`config.mk`:
```
export PLATFORM = sky130hd
export DESIGN_NAME = io_bridge
export DESIGN_NICKNAME = d
export VERILOG_FILES = /design/src/rtl/io_bridge.sv
export SDC_FILE = /design/constraint.sdc
export NUM_CORES = 1
export LEC_CHECK = 0
export ABC_AREA = 0
export CORE_UTILIZATION = 46
export DETAILED_ROUTE_END_ITERATION = 8
export PLACE_DENSITY = 0.86
export SYNTH_ARGS = -nofsm -noshare
export SYNTH_HDL_FRONTEND = slang
export SYNTH_SLANG_ARGS = --single-unit
export TNS_END_PERCENT = 1
```
`constraint.sdc`:
```
create_clock -name clk -period 4.4 [get_ports clk]
set_input_delay 1.1 -clock clk [delete_from_list [all_inputs] [get_ports clk]]
set_output_delay 1.1 -clock clk [all_outputs]
set_load 0.05 [all_outputs]
```
`src/rtl/io_bridge.sv`:
```
// io_bridge: memory-mapped I/O window for a CPU data port.
// An IN0 holding register takes words from an external producer.
// A byte-wide TX FIFO feeds an external consumer.
// Optional feature macro: IO_BRIDGE_IRQ_EN adds the IRQ_CTL register and the registered irq output.
module io_bridge #(
    parameter int unsigned FIFO_DEPTH = 4,
    parameter logic [15:0] IO_BASE    = 16'hFF00
) (
    input  logic        clk,
    input  logic        rst,
    input  logic [31:0] Addr,
    input  logic [31:0] WriteData,
    input  logic        MemWrite,
    input  logic        MemRead,
    output logic [31:0] ReadData,
    output logic        io_sel,
    input  logic [31:0] in_data,
    input  logic        in_valid,
    output logic        in_ready,
    output logic [7:0]  out_data,
    output logic        out_valid,
    input  logic        out_ready
`ifdef IO_BRIDGE_IRQ_EN
    ,
    output logic        irq
`endif
);

    localparam int unsigned PW = (FIFO_DEPTH > 1) ? $clog2(FIFO_DEPTH) : 1;
    localparam int unsigned CW = PW + 1;

    typedef enum logic [2:0] {
        REG_IN0      = 3'd0,
        REG_IN_STAT  = 3'd1,
        REG_OUT_DATA = 3'd2,
        REG_OUT_STAT = 3'd3,
        REG_IRQ_CTL  = 3'd4
    } reg_off_e;

    logic [31:0]   r_in0;
    logic          r_full;
    logic [7:0]    r_mem [FIFO_DEPTH];
    logic [PW-1:0] r_wr_ptr;
    logic [PW-1:0] r_rd_ptr;
    logic [CW-1:0] r_count;
    logic          r_ovf;

    logic [2:0]    w_off;
    logic          w_in_clr;
    logic          w_push;
    logic          w_pop;
    logic          w_push_ok;
    logic          w_fifo_full;
    logic          w_fifo_empty;
    logic          w_stat_clr;
    logic [4:0]    w_count5;
    logic          w_unused;

`ifdef IO_BRIDGE_IRQ_EN
    logic [1:0]    r_irq_ctl;
    logic          r_irq;
    logic          w_irq_wr;
`endif

    // Address decode and per-register strobes.
    always_comb begin
        io_sel       = (Addr[31:16] == 16'h0000) && (Addr[15:5] == IO_BASE[15:5]);
        w_off        = Addr[4:2];
        w_fifo_full  = (r_count == CW'(FIFO_DEPTH));
        w_fifo_empty = (r_count == '0);
        w_count5     = 5'(r_count);
        w_in_clr     = io_sel && MemRead && (w_off == REG_IN0) && r_full;
        w_push       = io_sel && MemWrite && (w_off == REG_OUT_DATA);
        w_pop        = !w_fifo_empty && out_ready;
        // Full FIFO still accepts a push when the head leaves on the same edge.
        w_push_ok    = w_push && (!w_fifo_full || w_pop);
        w_stat_clr   = io_sel && MemWrite && (w_off == REG_OUT_STAT) && WriteData[2];
        in_ready     = !r_full;
        out_valid    = !w_fifo_empty;
        out_data     = w_fifo_empty ? '0 : r_mem[r_rd_ptr];
        w_unused     = &{1'b0, WriteData[31:8], Addr[1:0]};
    end

    // Register read mux; unmapped offsets and non-window addresses read zero.
    always_comb begin
        ReadData = '0;
        if (io_sel) begin
            case (w_off)
                REG_IN0:      ReadData = r_in0;
                REG_IN_STAT:  ReadData = {31'b0, r_full};
                REG_OUT_STAT: ReadData = {23'b0, w_count5, 1'b0, r_ovf, w_fifo_full, w_fifo_empty};
`ifdef IO_BRIDGE_IRQ_EN
                REG_IRQ_CTL:  ReadData = {30'b0, r_irq_ctl};
`endif
                default:      ReadData = '0;
            endcase
        end
    end

    // IN0 holding register: capture when empty, cleared by a CPU load.
    always_ff @(posedge clk) begin
        if (!rst) begin
            r_in0  <= '0;
            r_full <= 1'b0;
        end else if (w_in_clr) begin
            r_full <= 1'b0;
        end else if (in_valid && !r_full) begin
            r_in0  <= in_data;
            r_full <= 1'b1;
        end
    end

    // FIFO storage; no reset needed since count gates visibility.
    always_ff @(posedge clk) begin
        if (rst && w_push_ok) begin
            r_mem[r_wr_ptr] <= WriteData[7:0];
        end
    end

    // FIFO pointers, occupancy and sticky overflow.
    always_ff @(posedge clk) begin
        if (!rst) begin
            r_wr_ptr <= '0;
            r_rd_ptr <= '0;
            r_count  <= '0;
            r_ovf    <= 1'b0;
        end else begin
            if (w_push_ok) r_wr_ptr <= PW'(r_wr_ptr + PW'(1));
            if (w_pop)     r_rd_ptr <= PW'(r_rd_ptr + PW'(1));
            case ({w_push_ok, w_pop})
                2'b10:   r_count <= r_count + CW'(1);
                2'b01:   r_count <= r_count - CW'(1);
                default: r_count <= r_count;
            endcase
            if (w_push && w_fifo_full && !w_pop) begin
                r_ovf <= 1'b1;
            end else if (w_stat_clr) begin
                r_ovf <= 1'b0;
            end
        end
    end

`ifdef IO_BRIDGE_IRQ_EN
    assign w_irq_wr = io_sel && MemWrite && (w_off == REG_IRQ_CTL);
    assign irq      = r_irq;

    // Interrupt enables and registered interrupt output.
    always_ff @(posedge clk) begin
        if (!rst) begin
            r_irq_ctl <= '0;
            r_irq     <= 1'b0;
        end else begin
            if (w_irq_wr) r_irq_ctl <= WriteData[1:0];
            r_irq <= (r_irq_ctl[0] && r_full) || (r_irq_ctl[1] && w_fifo_empty);
        end
    end
`endif

endmodule

```
== Word-level counts from Yosys, hierarchy flattened ==
Memory sizes are Yosys's and may differ from the RTL's. A register that Yosys moved wholly into a read port is not among the register bits.
Index checks and enable logic that the tools add are counted.
Widths: inputs -> output; s select.

* $add $sub $neg: 4
* Multiply operators: 0
* Div/mod/pow operators: 0
* $lt $le $gt $ge: 0
* Eq/ne operators: 7
* Shifts and indexed selects: 0
* Multiplexer cells: 10
* Bitwise logic cells: 2
* Reductions and logical operators: 26

{| class="wikitable"
|+ Operator list
! cell !! number
|-
| $pmux 32 s3 || 1
|-
| $mux 32 || 1
|-
| $logic_not 16->1 || 1
|-
| $logic_and 1x1->1 || 14
|-
| $eq 11x11->1 const B || 1
|-
| $mux 8 || 1
|-
| $eq 3x2->1 const B || 2
|-
| $logic_not 3->1 || 2
|-
| $pmux 3 s2 || 1
|-
| $add 2x1->2 const B || 2
|-
| $logic_not 1->1 || 4
|-
| $mux 1 || 4
|-
| $mux 2 || 2
|-
| $reduce_bool 2->1 || 2
|-
| $add 3x1->3 const B || 1
|-
| $eq 3x1->1 const B || 1
|-
| $eq 3x3->1 const B || 1
|-
| $sub 3x1->3 const B || 1
|-
| $eq 2x1->1 const B || 1
|-
| $eq 2x2->1 const B || 1
|-
| $not 1->1 || 2
|-
| $reduce_and 2->1 || 1
|-
| $reduce_or 2->1 || 1
|-
| $logic_or 1x1->1 || 1
|}

* Bits in registers: 41
* Bits in latches: 0
* RAM bits: 32
* Bits in read-only memories: 0
* Input bits: 102
* Output and inout bits: 43
* Logic and storage cells: 56
* Memories kept: 1

{| class="wikitable"
|+ Memories
! memory !! words !! width !! rd ports !! clocked after Yosys merged registers in !! wr ports !! RTL line !! RTL
|-
| r_mem || 4 || 8 || 1 || 1 || 1 || 42 || <nowiki>logic [7:0] r_mem [FIFO_DEPTH];</nowiki>
|}

== Logic depth before layout (Yosys ltp) ==
Gate-level depths: netlist (run 1).

* Word-level depth: 8
* Mapped depth: 10
* Gate-level depth less buffers: 10

== Worst setup path after synthesis (run 1) ==
OpenSTA, ideal clock, no wires.

* Path type: input -> output
* Start point: input port Addr[28]
* End point: output port ReadData[22]
* Data arrival time: 2.911 ns
* Data required time: 3.300 ns
* Slack: 0.389 ns
* Stages on the path: 7
* Path buffers: 2
* Cell sequence: nor4_2 -> nand4_2 -> or3_1 -> buf_2 -> nor3_4 -> buf_6 -> and2_1

* Word-level cells in the longest chain between the ends: 3

{| class="wikitable"
|+ RTL lines
! element !! RTL line !! RTL
|-
| from (decl) || 11 || <nowiki>input logic [31:0] Addr,</nowiki>
|-
| $logic_not 16->1 || 67 || <nowiki>io_sel = (Addr[31:16] == 16'h0000) && (Addr[15:5] == IO_BASE[15:5]);</nowiki>
|-
| $logic_and 1x1->1 || 67 ||
|-
| $mux 32 || 87 || <nowiki>if (io_sel) begin</nowiki>
|-
| to (decl) || 15 || <nowiki>output logic [31:0] ReadData,</nowiki>
|}

No other way between the ends.

== Worst setup path after layout (run 1) ==
* Start point: input port Addr[28]
* End point: output port ReadData[27]

The elaborated chain is that of the path after synthesis.

==> impl_metrics.toml, run 1 <==
[placement]
place_ws_ps = 146
placedCellCount = 530
gp_congestion = 0.750
port_buffers = 118
dp.final_hpwl_mm = 5.97

[finish]
nets = 552
final_cell_mix = "clkdlybuf4s50_1, nand2_1, dfxtp_1"
area_delta_synth_final_pct = 54.0
drive_gt1_share_pct = 16.4
n_antenna_cell = 0
final_common_cell = "clkdlybuf4s50_1"
stdcell_count = 546

[pwr]
p_comb_share_pct = 11.8
pwr-share-seq_pct = 48.8
power_density_nw_per_um2 = 298
cellLeakagePower_nw = 1.87
ir_drop_v = 0.000281
netSwitchingPower_uw = 380
p_int_mw = 1.17
p_sw_share_pct = 24.5
clkPwrFrac_pct = 39.4

[sta]
relSlewSlack_pct = 18.6
rsz0062_at_grt = "no"
finalCritPeriodShare_pct = 96.3
slew_viol_final = 0
hold_viol_final = 0
finalCriticalPeriod_ps = 4240
setup_tns_ps = 0
whs_ps = 452
worst_slack_ps = 164
worstMarginPinSlew_ps = 1220
finalSetupViolCount = 0
clock.fmax_mhz = 236
skew_ps = 8.65

[synth]
yosysWarnings = 0
yosysTopAreaCell = "edfxtp_1"
ys_ff_latch = 75
synth.distinct_cells = 45
synth_edf_count = 32
synth_nets = 437
yosysTopAreaCellShare_pct = 28.5
yosysSeqAreaShare_pct = 54.0
avgSynthCellArea_um2 = 10.2
synth_cells = 330
synth_area_um2 = 3370
synth_ff_type = "dfxtp_1"
async_flop_share_pct = 0
ys_top_cells_by_area = "edfxtp_1, dfxtp_1, nand2_1"

[critical_path]
r2r_setup_slack_ps = 2140
cp.arrival_ps = 3140
startpoint = "Addr[28]"
r2r_cells = 6
cp-start-kind = "primary input"
cp.required_ps = 3300
r2r_end = "r_count[2]"
reg2reg_from = "r_count[2]"
critPathMaxFanout = 27
endpoint_kind = "primary output"
worstSetupPathType = "primary input to primary output"
cp-endpoint = "ReadData[27]"

[die]
die_h_um = 87.7
start_util_pct = 48.6
die_x_um = 87.7
ios = 145
core_um2 = 6940
die_area_um2 = 7680
rows = 30

[clock_tree]
cts_tree = "done"
h-tree-depth = 3
holdBufCountCts = 0
numClockSinks = 75
cts_setup_buffers = 0
cts.clk_slew.worst_paths_ps = 90
postCtsResizedCells = 0
root_buffer = "clkbuf_8"
clk_path_buf_depth = 2
cts_buffers = 9
worstSkewPairLatency_ps = 350

[grt]
grt.total_usage_pct = 23.4
grt_pass1_vias = 2955
grt_pass1_wl_mm = 13.5
grt_max_degree = 40
overflow = 0
antenna_found_initial = 0

[drt]
vias = 2826
drc = 0
drtAntennaViolNets = 0
dr.pass1.iters = 4
drt_iter0_markers = 104
routed_wl_mm = 8.04
routedWlPerCell_um = 14.7
viasPerCell = 5.18

[worst_hold_path]
min_path_type = "flip-flop to flip-flop"

[run]
maxCapViolCount = 0

[run_status]
status = "completed"
-- how the worst min path moves through the flow --
stage | from | end | slack, ps | cells after the start
2_1_floorplan | r_in0[10] | r_in0[10] | 430 | 2
3_3_place_gp | r_in0[25] | r_in0[25] | 440 | 2
3_5_place_dp | r_in0[12] | r_in0[12] | 440 | 2
4_1_cts | r_in0[12] | r_in0[12] | 450 | 2
5_1_grt | r_in0[10] | r_in0[10] | 470 | 2
6_report | r_in0[16] | r_in0[16] | 450 | 2
-- Yosys cell counts (3+ instances only) --
cell,instances
mux4_2,8
and3_1,5
nor2_1,16
mux2i_1,4
nor3_1,3
and2_1,26
ha_1,4
a22oi_1,5
o21ai_0,4
a31oi_1,3
nand2_1,74
edfxtp_1,32
inv_1,5
nand3_1,4
a21oi_1,33
clkbuf_1,17
nor2b_1,10
dfxtp_1,43
-- sequential cells by signal, indices dropped and copies added, names as in the netlist, named ones only --
register  flops
r_in0        32
r_mem        32
r_count       3
r_rd_ptr      2
r_wr_ptr      2
r_full        1
r_ovf         1
-- critical path: stages --
cell	delay, ps
clkdlybuf4s50_1	420
nor4_2	310
nand4_2	150
or3_1	430
nor3_4	180
buf_12	180
and2_1	200
buf_12	150
-- through the flow --
step	total power, mW	utilization (%)	area, um^2
after floorplan	0.856	-	3370
after global placement	0.950	71.5	4970
after detailed placement	0.957	71.5	4970
after CTS	1.56	74.8	5200
after global routing	1.61	74.8	5200
final	1.55	74.8	5200
-- cell families (layout without fill, tap and decap cells) --
| kind of cell | after synthesis | in the layout | share of synthesized area (%) |
|---|---|---|---|
| and+or+nand+nor | 160 | 160 | 25.0 |
| DFF | 75 | 75 | 54.0 |
| AOI/OAI and AO/OA | 48 | 48 | 7.90 |
| buffers and inverters | 26 | 146 | 3.37 |
| muxes | 13 | 13 | 6.86 |
| adders and majority gates | 5 | 5 | 2.08 |
| xor gates and xnor gates | 3 | 3 | 0.779 |
-- routing by layer --
| layer | vias to the layer above | global-route usage [%] | share of wire, % |
|---|---|---|---|
| met5 | - | 0 | 0 |
| met4 | 0 | 10.1 | 2.3 |
| met3 | 20 | 10.4 | 8.9 |
| met2 | 90 | 41.0 | 51 |
| met1 | 1345 | 24.5 | 38 |
| li1 | 1371 | - | - |
-- power by group through the flow --
stage	registers (mW)	clock network (mW)	logic [mW]
after floorplan	0.766	0	0.0897
after global placement	0.773	0	0.177
after detailed placement	0.774	0	0.183
after CTS	0.758	0.619	0.184
after global routing	0.761	0.652	0.200
final	0.758	0.610	0.183
-- cell type report --
type                       count  area, um^2
fill                         451        1750
clock inverter                 7         106
multi-input combinational    229        1440
tap                           96         120
timing repair buffer         125        1560
sequential                    75        1820
inverter                       5        18.8
clock buffer                   9         124
(Power assumes the default switching activity.)
==> run 2: changes to the inputs <==
Settings changed: SKIP_CTS_REPAIR_TIMING set to 1, SKIP_LAST_GASP set to 1.
==> results of run 2 <==
Final layout, timing and power as in run 1 (identical DEF).
==> run 3: changes to the inputs <==
Settings changed: ABC_AREA 0 to unset.
==> results of run 3 <==
Final layout, timing and power as in run 1 (identical DEF).
==> patch 1 (config.mk and constraints of run 2) <==
The option `IO_BRIDGE_IRQ_EN` is turned on by a define.
--- a/src/rtl/io_bridge.sv
+++ b/src/rtl/io_bridge.sv
@@ -2,6 +2,8 @@
 // An IN0 holding register takes words from an external producer.
 // A byte-wide TX FIFO feeds an external consumer.
 // Optional feature macro: IO_BRIDGE_IRQ_EN adds the IRQ_CTL register and the registered irq output.
+`define IO_BRIDGE_IRQ_EN
+
 module io_bridge #(
     parameter int unsigned FIFO_DEPTH = 4,
     parameter logic [15:0] IO_BASE    = 16'hFF00
Behaviour (old outputs only; new: irq): not the same (Yosys sat finds a counterexample within 4 cycles, from zero or initial values and one cycle with rst low).
==> patch 1 against run 2 <==
  * Final area is 5.6% higher
  * Die area is 2.1% higher
  * Power is 6.8% lower
  * Worst setup slack worse by 0.050 ns
  * Worst hold slack better by 0.0062 ns
  * Wire length is 16% higher
  * Sequential cell count is 3 higher
  * Sequential share of layout area is 0.76 points lower
  * Synthesized area is 2.1% higher
==> patch 1: results (changes against run 2) <==
The count of mapped cells out of synthesis was 338 (was 330). The overall global routing resource usage came out at 23.5% (was 23.4%). The minimum setup slack after placement is -0.0770 ns (was 0.146 ns).

The routed wire length per instance came out at 16.4 um (was 14.7 um). The share of post-route cells with drive strength above 1 came out at 23.2% (was 16.4%). The transition time of the tightest slew-check pin came out at 1.06 ns (was 1.22 ns).

The xor/xnor share of the synthesized area came out at 1.02% (was 0.779%). The post-layout instance count excluding filler cells is 569 (was 546). The global placer's final weighted congestion came out at 0.762 (was 0.750).

The total placed instance area came out at 5100 um^2 (was 4970 um^2). The number of vias per cell after detailed routing is 5.25 (was 5.18). The multiplexer share of the synthesized area is 5.52% (was 6.86%). The cell with the biggest individual delay on the critical path was or4_4 (was or3_1). The maximum cell stage delay along the critical path is 0.55 ns (was 0.43 ns). The static power due to leakage came out at 2.02 nW (was 1.87 nW). The initial DRC count came to 159 (was 104). The reg-to-reg critical path startpoint was r_count[0]$_SDFFE_PN0P_ (was r_count[2]$_SDFFE_PN0P_). The number of port buffers came to 119 (was 118). Status: completed (unchanged). Top cells by area, synth: edfxtp_1, dfxtp_1, nand2_1 (unchanged). The total of fill cells in the finished design came out at 455 (was 451).

The post-synth net total was 446 (was 437). The pin count of the biggest net entering global routing came to 33 (was 40). The arrival time of the worst setup path is 3.19 ns (was 3.14 ns). The clock skew came out at 0.0107 ns (was 0.00865 ns).

The detailed placement HPWL was 6350 um (was 5970 um). The post-synthesis cell type count is 43 (was 45).
[patch 1: cell type report]
type	count	area, um^2	share of cell area, %
clock buffer	9	124	2.26
clock inverter	7	73.8	1.35
multi-input combinational	232	1530	27.8
tap	99	124	2.26
inverter	9	33.8	0.616
timing repair buffer	135	1720	31.4
sequential	78	1880	34.3
[patch 1: layer usage]
metal | vias up | routed length [um] | global-route usage [%]
met4 | 0 | 156 | 8.65
met1 | 1424 | 3450 | 25.4
met5 | - | 0 | 0
met3 | 13 | 769 | 9.98
li1 | 1436 | - | -
met2 | 117 | 4960 | 40.9
[patch 1: worst paths after layout]
path	depth (start not counted)	end	slack [ns]
min reg2reg	2	r_in0[12]$_SDFFE_PN0P_	0.46
max reg2reg	9	r_count[2]$_SDFFE_PN0P_	1.72
min	2	r_in0[12]$_SDFFE_PN0P_	0.46
max	8	ReadData[3]	0.11
[patch 1: where the power goes]
part / switching, mW / internal [mW] / total (mW)
Clock: 0.270 / 0.263 / 0.533
Sequential: 0.0103 / 0.768 / 0.778
Combinational: 0.0565 / 0.0774 / 0.134
[patch 1: tightest hold or removal path: cells and delay by family (launching register included)]
| kind | cells | cell delay [ns] |
|---|---|---|
| flip-flops | 1 | 0.32 |
| AND/OR/NAND/NOR | 1 | 0.05 |
| AO/OA/AOI/OAI | 1 | 0.05 |
[patch 1: kinds of logic (layout without fill, tap and decap cells)]
group,Yosys count,in the layout
mux,9,9
buf+inv,28,160
compound gates,56,56
simple gates,157,157
xor+xnor,4,4
flops,78,78
fa+ha+maj,6,6
==> patch 2 (flow settings as in run 2) <==
Made on the original files. Set the parameter `FIFO_DEPTH` to 8 (it was 4).
--- a/src/rtl/io_bridge.sv
+++ b/src/rtl/io_bridge.sv
@@ -3,7 +3,7 @@
 // A byte-wide TX FIFO feeds an external consumer.
 // Optional feature macro: IO_BRIDGE_IRQ_EN adds the IRQ_CTL register and the registered irq output.
 module io_bridge #(
-    parameter int unsigned FIFO_DEPTH = 4,
+    parameter int unsigned FIFO_DEPTH = 8,
     parameter logic [15:0] IO_BASE    = 16'hFF00
 ) (
     input  logic        clk,
Behaviour: not the same (a bounded check fails within 10 cycles, from zero or initial values and one cycle with rst low).
==> patch 2 against run 2 <==
  * Synthesized area up 42%
  * Wire length up 40%
  * Clock power down 4.6%
  * Sequential cell count up 36
  * Final area up 32%
  * Worst setup slack worse by 0.096 ns
  * Fmax down 2.2%
  * Power up 19%
  * Critical endpoint is now ReadData[8]
  * Largest cell class unchanged
==> patch 2: results (changes against run 2) <==
The post-synthesis cell type count came to 43 (was 45). The xor/xnor share of the synthesized area is 0.914% (was 0.779%). The share of synthesized area occupied by flip-flops and latches came to 59.7% (was 54.0%).

The static power due to leakage is 2.56 nW (was 1.87 nW). The worst IR drop on VDD came out at 0.222 mV (was 0.281 mV). The global placer's final weighted congestion was 0.752 (was 0.750). The number of vias after detailed routing is 3442 (was 2826).

The transition time of the tightest slew-check pin is 1.07 ns (was 1.22 ns). The share of post-route cells with drive strength above 1 came to 23.6% (was 16.4%). The worst reg2reg path depth came out at 10 (was 6). The reg-to-reg critical path startpoint is r_count[0]$_SDFFE_PN0P_ (was r_count[2]$_SDFFE_PN0P_).

The post-CTS clock slew at the launch and capture registers of the worst setup and hold paths is 0.11 ns (was 0.09 ns). The pin count of the biggest net entering global routing is 54 (was 40). The routed wire length per instance is 17.2 um (was 14.7 um). The upper clock frequency limit is 231 MHz (was 236 MHz).

The post-synth net total is 496 (was 437). The clock latency of the later-clocked register in the worst-skew pair came out at 0.37 ns (was 0.35 ns). The maximum fanout along the worst path was 7 (was 27). The maximum cell stage delay along the critical path is 0.48 ns (was 0.43 ns). The hold path startpoint was r_in0[25]$_SDFFE_PN0P_ (was r_in0[16]$_SDFFE_PN0P_). Status: completed (unchanged).

The detailed placement HPWL is 7720 um (was 5970 um). The minimum setup slack after placement is 0.00999 ns (was 0.146 ns). Top cells by area, synth: edfxtp_1, dfxtp_1, mux4_2 (was edfxtp_1, dfxtp_1, nand2_1).

Largest regs: r_mem x64, r_in0 x32, r_count x4 (was r_in0 x32, r_mem x32, r_count x3). The via count of the first global-routing pass was 3667 (was 2955). The arrival time of the worst setup path came out at 3.23 ns (was 3.14 ns). The capture point of the critical path is ReadData[8] (was ReadData[27]).

The arithmetic-cell share of the synthesized area counting full adders, half adders and majority gates came out at 0.783% (was 2.08%). The end of the worst hold path is r_in0[25]$_SDFFE_PN0P_ (was r_in0[16]$_SDFFE_PN0P_). The overall global routing resource usage is 20.7% (was 23.4%).
[patch 2: cell count changes in the layout (fill, tap and decap cells not counted), sizes merged, moves of 10 or more]
cell / before / now
a21boi: 0 / 33
a21oi: 33 / 1
edfxtp: 32 / 64
clkdlybuf4s50: 85 / 69
dlymetal6s2s: 0 / 16
buf: 40 / 53
mux2i: 4 / 14
[patch 2: metrics by stage]
step / setup TNS, ns / std cells / total power [mW]
finish: 0 / 655 / 1.84
global route: -0.213 / 655 / 1.91
CTS: -0.00169 / 651 / 1.85
detailed placement: 0 / 635 / 1.28
global placement: 0 / 635 / 1.27
floorplan: 0 / 391 / 1.19
[patch 2: power breakdown]
group	total [mW]	switching (mW)	leakage [nW]	internal, mW
Sequential	1.12	0.00957	0.959	1.11
Clock	0.582	0.361	0.100	0.222
Combinational	0.134	0.0571	1.50	0.0772
[patch 2: area by class of cell]
type / count / area [um^2]
Sequential cell: 111 / 2860
Multi-Input combinational cell: 254 / 1890
Clock buffer: 9 / 124
Tap cell: 133 / 166
Fill cell: 691 / 3090
Clock inverter: 7 / 72.6
Inverter: 2 / 7.51
Timing Repair Buffer: 139 / 1740
[patch 2: kinds of logic (layout without fill, tap and decap cells)]
kind of cell    count (synthesis)  in the layout
flops                         111            111
mux                            31             31
simple gates                  169            169
xor+xnor                        5              5
fa+ha+maj                       3              3
compound gates                 46             46
buf+inv                        26            157
[patch 2: metal layers]
layer / wire, um / vias to the layer above / share of wire, % / global-route usage, %
met3: 795 / 23 / 7.1 / 6.70
met2: 5970 / 124 / 53 / 37.7
met1: 4220 / 1648 / 38 / 22.2
met5: 0 / - / 0 / 0
li1: - / 1647 / - / -
met4: 262 / 0 / 2.3 / 8.06
